[config.mk]
export PLATFORM = sky130hd
export DESIGN_NAME = b2bcd_seq_ctrl_flat
export DESIGN_NICKNAME = d
export VERILOG_FILES = /design/src/rtl/b2bcd_pkg.sv /design/src/rtl/b2bcd_seq_ctrl_if.sv /design/src/rtl/bcd_dabble_digit.sv /design/src/rtl/b2bcd_seq_ctrl.sv /design/src/flat_wrapper.sv
export SDC_FILE = /design/constraint.sdc
export NUM_CORES = 1
export LEC_CHECK = 0
export BUFFER_PORTS_ARGS = -buffer_cell sky130_fd_sc_hd__buf_2
export CORE_MARGIN = 5
export CORE_UTILIZATION = 45
export CTS_BUF_LIST = sky130_fd_sc_hd__clkbuf_8
export CTS_CLUSTER_SIZE = 8
export DETAILED_ROUTE_END_ITERATION = 10
export PLACE_DENSITY = 0.68
export SETUP_SLACK_MARGIN = 0.02
export SYNTH_ARGS = -nofsm -noshare
export SYNTH_HDL_FRONTEND = slang
export SYNTH_SLANG_ARGS = --single-unit
[constraint.sdc]
create_clock -name clk -period 1.3 [get_ports clk]
set_input_delay 0.195 -clock clk [delete_from_list [all_inputs] [get_ports clk]]
set_output_delay 0.195 -clock clk [all_outputs]
set_load 0.05 [all_outputs]
[src/rtl/b2bcd_pkg.sv]
// Shared types and constants for the sequential binary-to-BCD converter.
// Holds the controller state encoding, the default operand sizing and the sizing helpers.
`timescale 1ns/1ps
package b2bcd_pkg;

  localparam int DEF_WIDTH  = 8;
  localparam int DEF_DIGITS = 3;

  typedef enum logic [1:0] {
    IDLE  = 2'd0,
    SHIFT = 2'd1,
    DONE  = 2'd2
  } state_t;

  function automatic longint unsigned pow10(input int n);
    longint unsigned p;
    p = 1;
    for (int i = 0; i < n; i++) begin
      p = p * 10;
    end
    return p;
  endfunction

  // A one-bit operand still needs a one-bit counter.
  function automatic int cnt_width(input int w);
    return (w > 1) ? $clog2(w) : 1;
  endfunction

endpackage

[src/rtl/b2bcd_seq_ctrl_if.sv]
// Operand/result handshake bundle of the converter.
// The slave side is the converter; the master side is the producer/consumer pair.
`timescale 1ns/1ps
interface b2bcd_seq_ctrl_if
  import b2bcd_pkg::*;
#(
  parameter int WIDTH  = DEF_WIDTH,
  parameter int DIGITS = DEF_DIGITS
);

  logic                  in_valid;
  logic                  in_ready;
  logic [WIDTH-1:0]      b;
  logic                  out_valid;
  logic                  out_ready;
  logic [4*DIGITS-1:0]   a;
  logic                  busy;

  modport slave (
    input  in_valid,
    input  b,
    input  out_ready,
    output in_ready,
    output out_valid,
    output a,
    output busy
  );

  modport master (
    output in_valid,
    output b,
    output out_ready,
    input  in_ready,
    input  out_valid,
    input  a,
    input  busy
  );

endinterface

[src/rtl/bcd_dabble_digit.sv]
// Double-dabble correction for one BCD digit: add 3 when the digit is 5 or more,
// so that the following left shift carries correctly into the next decade.
`timescale 1ns/1ps
module bcd_dabble_digit (
  input  logic [3:0] raw,
  output logic [3:0] fixed
);

  assign fixed = (raw >= 4'd5) ? (raw + 4'd3) : raw;

endmodule

[src/rtl/b2bcd_seq_ctrl.sv]
// Sequential binary-to-BCD converter: one double-dabble step per clock,
// with a valid/ready operand input and a valid/ready result output.
`timescale 1ns/1ps
module b2bcd_seq_ctrl
  import b2bcd_pkg::*;
#(
  parameter int WIDTH  = DEF_WIDTH,
  parameter int DIGITS = DEF_DIGITS
) (
  input  logic                  clk,
  input  logic                  rst,
  b2bcd_seq_ctrl_if.slave       bus
);

  localparam int                CNT_W    = cnt_width(WIDTH);
  localparam int                BCD_W    = 4 * DIGITS;
  localparam int                CAT_W    = BCD_W + WIDTH;
  localparam logic [CNT_W-1:0]  CNT_LAST = CNT_W'(WIDTH - 1);

  generate
    if (pow10(DIGITS) <= (64'd1 << WIDTH)) begin : g_range_check
      $error("b2bcd_seq_ctrl: DIGITS too small to hold every WIDTH-bit value");
    end
  endgenerate

  state_t              state_reg, state_next;
  logic [WIDTH-1:0]    bin_reg,   bin_next;
  logic [BCD_W-1:0]    bcd_reg,   bcd_next;
  logic [CNT_W-1:0]    cnt_reg,   cnt_next;

  logic [BCD_W-1:0]    bcd_fixed;
  logic [CAT_W-1:0]    cat_shifted;
  logic                accept;
  logic                handshake;
  logic                last_shift;

  genvar gi;
  generate
    for (gi = 0; gi < DIGITS; gi++) begin : g_digit
      bcd_dabble_digit u_digit (
        .raw   (bcd_reg[4*gi +: 4]),
        .fixed (bcd_fixed[4*gi +: 4])
      );
    end
  endgenerate

  // Corrected digits and the binary operand shift as one register; the binary MSB lands in BCD bit 0.
  assign cat_shifted = {bcd_fixed, bin_reg} << 1;

  assign accept     = (state_reg == IDLE)  && bus.in_valid;
  assign handshake  = (state_reg == DONE)  && bus.out_ready;
  assign last_shift = (state_reg == SHIFT) && (cnt_reg == CNT_LAST);

  always_ff @(posedge clk) begin
    if (rst) begin
      state_reg <= IDLE;
    end else begin
      state_reg <= state_next;
    end
  end

  always_comb begin
    state_next = state_reg;
    case (state_reg)
      IDLE:    if (accept)     state_next = SHIFT;
      SHIFT:   if (last_shift) state_next = DONE;
      DONE:    if (handshake)  state_next = IDLE;
      default:                 state_next = IDLE;
    endcase
  end

  always_comb begin
    bin_next = bin_reg;
    bcd_next = bcd_reg;
    cnt_next = cnt_reg;
    case (state_reg)
      IDLE: begin
        if (accept) begin
          bin_next = bus.b;
          bcd_next = '0;
          cnt_next = '0;
        end
      end
      SHIFT: begin
        bin_next = cat_shifted[WIDTH-1:0];
        bcd_next = cat_shifted[CAT_W-1:WIDTH];
        cnt_next = last_shift ? '0 : (cnt_reg + 1'b1);
      end
      default: begin
      end
    endcase
  end

  // A reset mid-conversion discards the partial result as well as the state.
  always_ff @(posedge clk) begin
    if (rst) begin
      bin_reg <= '0;
      bcd_reg <= '0;
      cnt_reg <= '0;
    end else begin
      bin_reg <= bin_next;
      bcd_reg <= bcd_next;
      cnt_reg <= cnt_next;
    end
  end

  always_comb begin
    bus.in_ready  = (state_reg == IDLE);
    bus.busy      = (state_reg == SHIFT);
    bus.out_valid = (state_reg == DONE);
    bus.a         = bcd_reg;
  end

endmodule

[src/flat_wrapper.sv]
// flat-port wrapper written by rule: the top's interface ports become plain ports
module b2bcd_seq_ctrl_flat import b2bcd_pkg::*;
#(
  parameter int WIDTH  = DEF_WIDTH,
  parameter int DIGITS = DEF_DIGITS
)
  (clk, rst, bus_in_valid, bus_b, bus_out_ready, bus_in_ready, bus_out_valid, bus_a, bus_busy);
  b2bcd_seq_ctrl_if #(.WIDTH(WIDTH), .DIGITS(DIGITS)) bus_i ();
  input  logic clk;
  input  logic rst;
  input wire logic [$bits(bus_i.in_valid)-1:0] bus_in_valid;
  input wire logic [$bits(bus_i.b)-1:0] bus_b;
  input wire logic [$bits(bus_i.out_ready)-1:0] bus_out_ready;
  output wire logic [$bits(bus_i.in_ready)-1:0] bus_in_ready;
  output wire logic [$bits(bus_i.out_valid)-1:0] bus_out_valid;
  output wire logic [$bits(bus_i.a)-1:0] bus_a;
  output wire logic [$bits(bus_i.busy)-1:0] bus_busy;
  assign bus_i.in_valid = bus_in_valid;
  assign bus_i.b = bus_b;
  assign bus_i.out_ready = bus_out_ready;
  assign bus_in_ready = bus_i.in_ready;
  assign bus_out_valid = bus_i.out_valid;
  assign bus_a = bus_i.a;
  assign bus_busy = bus_i.busy;
  b2bcd_seq_ctrl #(.WIDTH(WIDTH), .DIGITS(DIGITS)) u_core (.clk(clk), .rst(rst), .bus(bus_i));
endmodule
==> reports/metrics.cfg <==
[sta]
timing.final.crit_period_ps=1280
setup_viol_count_final=0
rsz0062_at_grt=true
max_slew.worst_pin.slew_ps=352
relSlewSlack=0.765
skew_ps=6.50
final_max_slew_viol_count=0
final_hold_viol_count=0
tns_ps=0
post-route-period-util=0.982
fmax_mhz=783

[finish]
layout_common_cells=27 x nor2_1, 22 x buf_2, 16 x dfxtp_1
number_of_nets_in_the_layout=216
filler_instances=235
post_route_cells_drive_above_1_share=0.415
instances_no_fill=226
multi_input_comb_area_um2=855
most_common_library_cell_in_the_layout_ignoring_fill_and_taps=nor2_1
largest_reg_flops=12
antenna-diode-count=0
fin_area_um2=1810
regArea_um2=527
layout-area-overhead-vs-synth_pct=38.4

[critical_path]
critical_path.startpoint_type=register
crit_fanout=3
worstSetupStartpoint=u_core.bus.a[5]
reg2reg_slack_ps=20
startpoint_to_endpoint_class_of_the_critical_path=register to register
critical_path.endpoint_type=register
critical_path_arrival_ps=1490
crit-reg2reg-launch=u_core.bus.a[5]
required_ps=1520

[synth]
netlist_top_cells_area=dfxtp_1 38%, nor2_1 8.1%, ha_1 7.7%
synth.lib_cells_used.distinct=30
synthesis.area_per_instance_um2=8.31
yosys_warnings=0
synth_area_leader_cell=dfxtp_1
syn-num-nets=177
netlist_area_um2=1310
synth-seq-area-share=0.384
yosys_register_bits=25
synth_top_cell_area_share=0.384
syn_inst_count=157

[global_routing]
grtUsageTotal=0.157
grt_start_max_net_pins=16
grt_pass1_wl_um=5350
initial_antenna_violation_count=0
globalRoute.totalOverflow=0
number_of_global_route_vias_before_repair=1189

[detailed_routing]
detail_route.wl_per_cell_um=13.5
initialDrtViolationCount=49
routed_wirelength_um=3050
via_count=1194
post-route-drc-count=0
final_antenna_net_count=0
drt-pass1-iter-count=4
detail_route.vias_per_cell=5.28

[pwr]
power_density_nw_per_um2=845
totalPowerFinal_mw=1.53
leakagePower_nw=0.781
vdd.ir_drop.worst_mv=0.775

[min_path]
hold_path_startpoint=rst
hold_path_class=primary input to register

[clocking]
cts_buffer_count=3
cts_tree=yes
clk_transition_reported_paths_ps=90
htree_num_levels=1
postCtsHoldBufs=0
clock_sink_count=25
clk_latency_ps=270
cts-root-buf=clkbuf_8
clock_path_buffers=2

[floorplanning]
initial_standard_cell_utilization_of_the_core=0.473
coreArea_um2=2760
dieHeight_um=63.9
die_area_um2=4080
row_count=19
io-pin-count=27
fp.dieW_um=63.9

[run]
timing.max_cap.violations=0

[place]
hpwlAfterDp_um=2230
globalplace.congestion=0.781
placedCellCount=213
port-buffer-count=26
placedInstanceArea_um2=1620

[run_status]
status=finished, final reports clean

power breakdown:
part           total [mW]  internal (mW)  switching, mW  leakage, nW
clock               0.475          0.217          0.258       0.0217
sequential          0.801          0.782         0.0187        0.210
combinational       0.250          0.113          0.137        0.549
total                1.53           1.11          0.414        0.781
per-stage QoR:
stage	setup slack [ps]	util	hold slack, ps
2_1_floorplan	-48.9	-	382
3_3_place_gp	64.3	0.586	464
3_5_place_dp	13.7	0.586	482
4_1_cts	10.9	0.638	195
5_1_grt	-34.9	0.655	216
6_report	22.9	0.655	195
worst max-delay path, cell delays in order, from the launching register on:
cell      delay [ps]
dfxtp_4          370
inv_4             50
ha_4             140
nand2b_4         140
a21oi_4          180
mux2i_1          210
a22o_1           140
routing by layer:
layer	track usage	wire length [um]
met5	0	0
met4	0.0390	27
met3	0.0280	120
met2	0.279	1480
met1	0.193	1430
cells in the mapped netlist, drive strengths merged:
master / count
mux2i: 4
a22oi: 4
xor2: 1
a211oi: 1
nor2: 32
clkbuf: 2
nor2b: 7
nand3b: 1
nor3: 11
dfxtp: 25
nor3b: 1
xnor2: 3
nand4: 1
or2: 1
nand2b: 5
a32oi: 1
ha: 8
nand3: 3
a21oi: 18
o21ai: 5
a22o: 7
inv: 10
buf: 6
path summary, 6_finish.rpt:
path	end	cells after the start
worst min register to register	u_core.bin_reg[6]	2
worst max register to register	u_core.bus.a[6]	6
worst max-delay path	u_core.bus.a[6]	6
worst min-delay path	u_core.bus.a[4]	2
timing repair:
| item | CTS | global route |
|---|---|---|
| resized for setup | 10 | 7 |
| buffers inserted | 6 | 3 |
| pin swaps | 0 | 3 |
| setup endpoints to repair | 6 | 10 |
cell type report:
class / count / area share
clock buffer: 3 / 0.0229
timing repair buffer: 42 / 0.161
tap: 31 / 0.0215
inverter: 10 / 0.0249
multi-input combinational: 114 / 0.473
clock inverter: 1 / 0.00416
sequential: 25 / 0.292
kinds of logic after synthesis:
kind of cell / Yosys count / share of synthesized area
AO/OA/AOI/OAI: 36 / 0.177
AND/OR/NAND/NOR: 62 / 0.236
buffers and inverters: 18 / 0.0690
multiplexers: 4 / 0.0307
flip-flops: 25 / 0.384
XOR/XNOR: 4 / 0.0269
adder cells (fa/ha/maj): 8 / 0.0767
(Power assumes the default switching activity.)
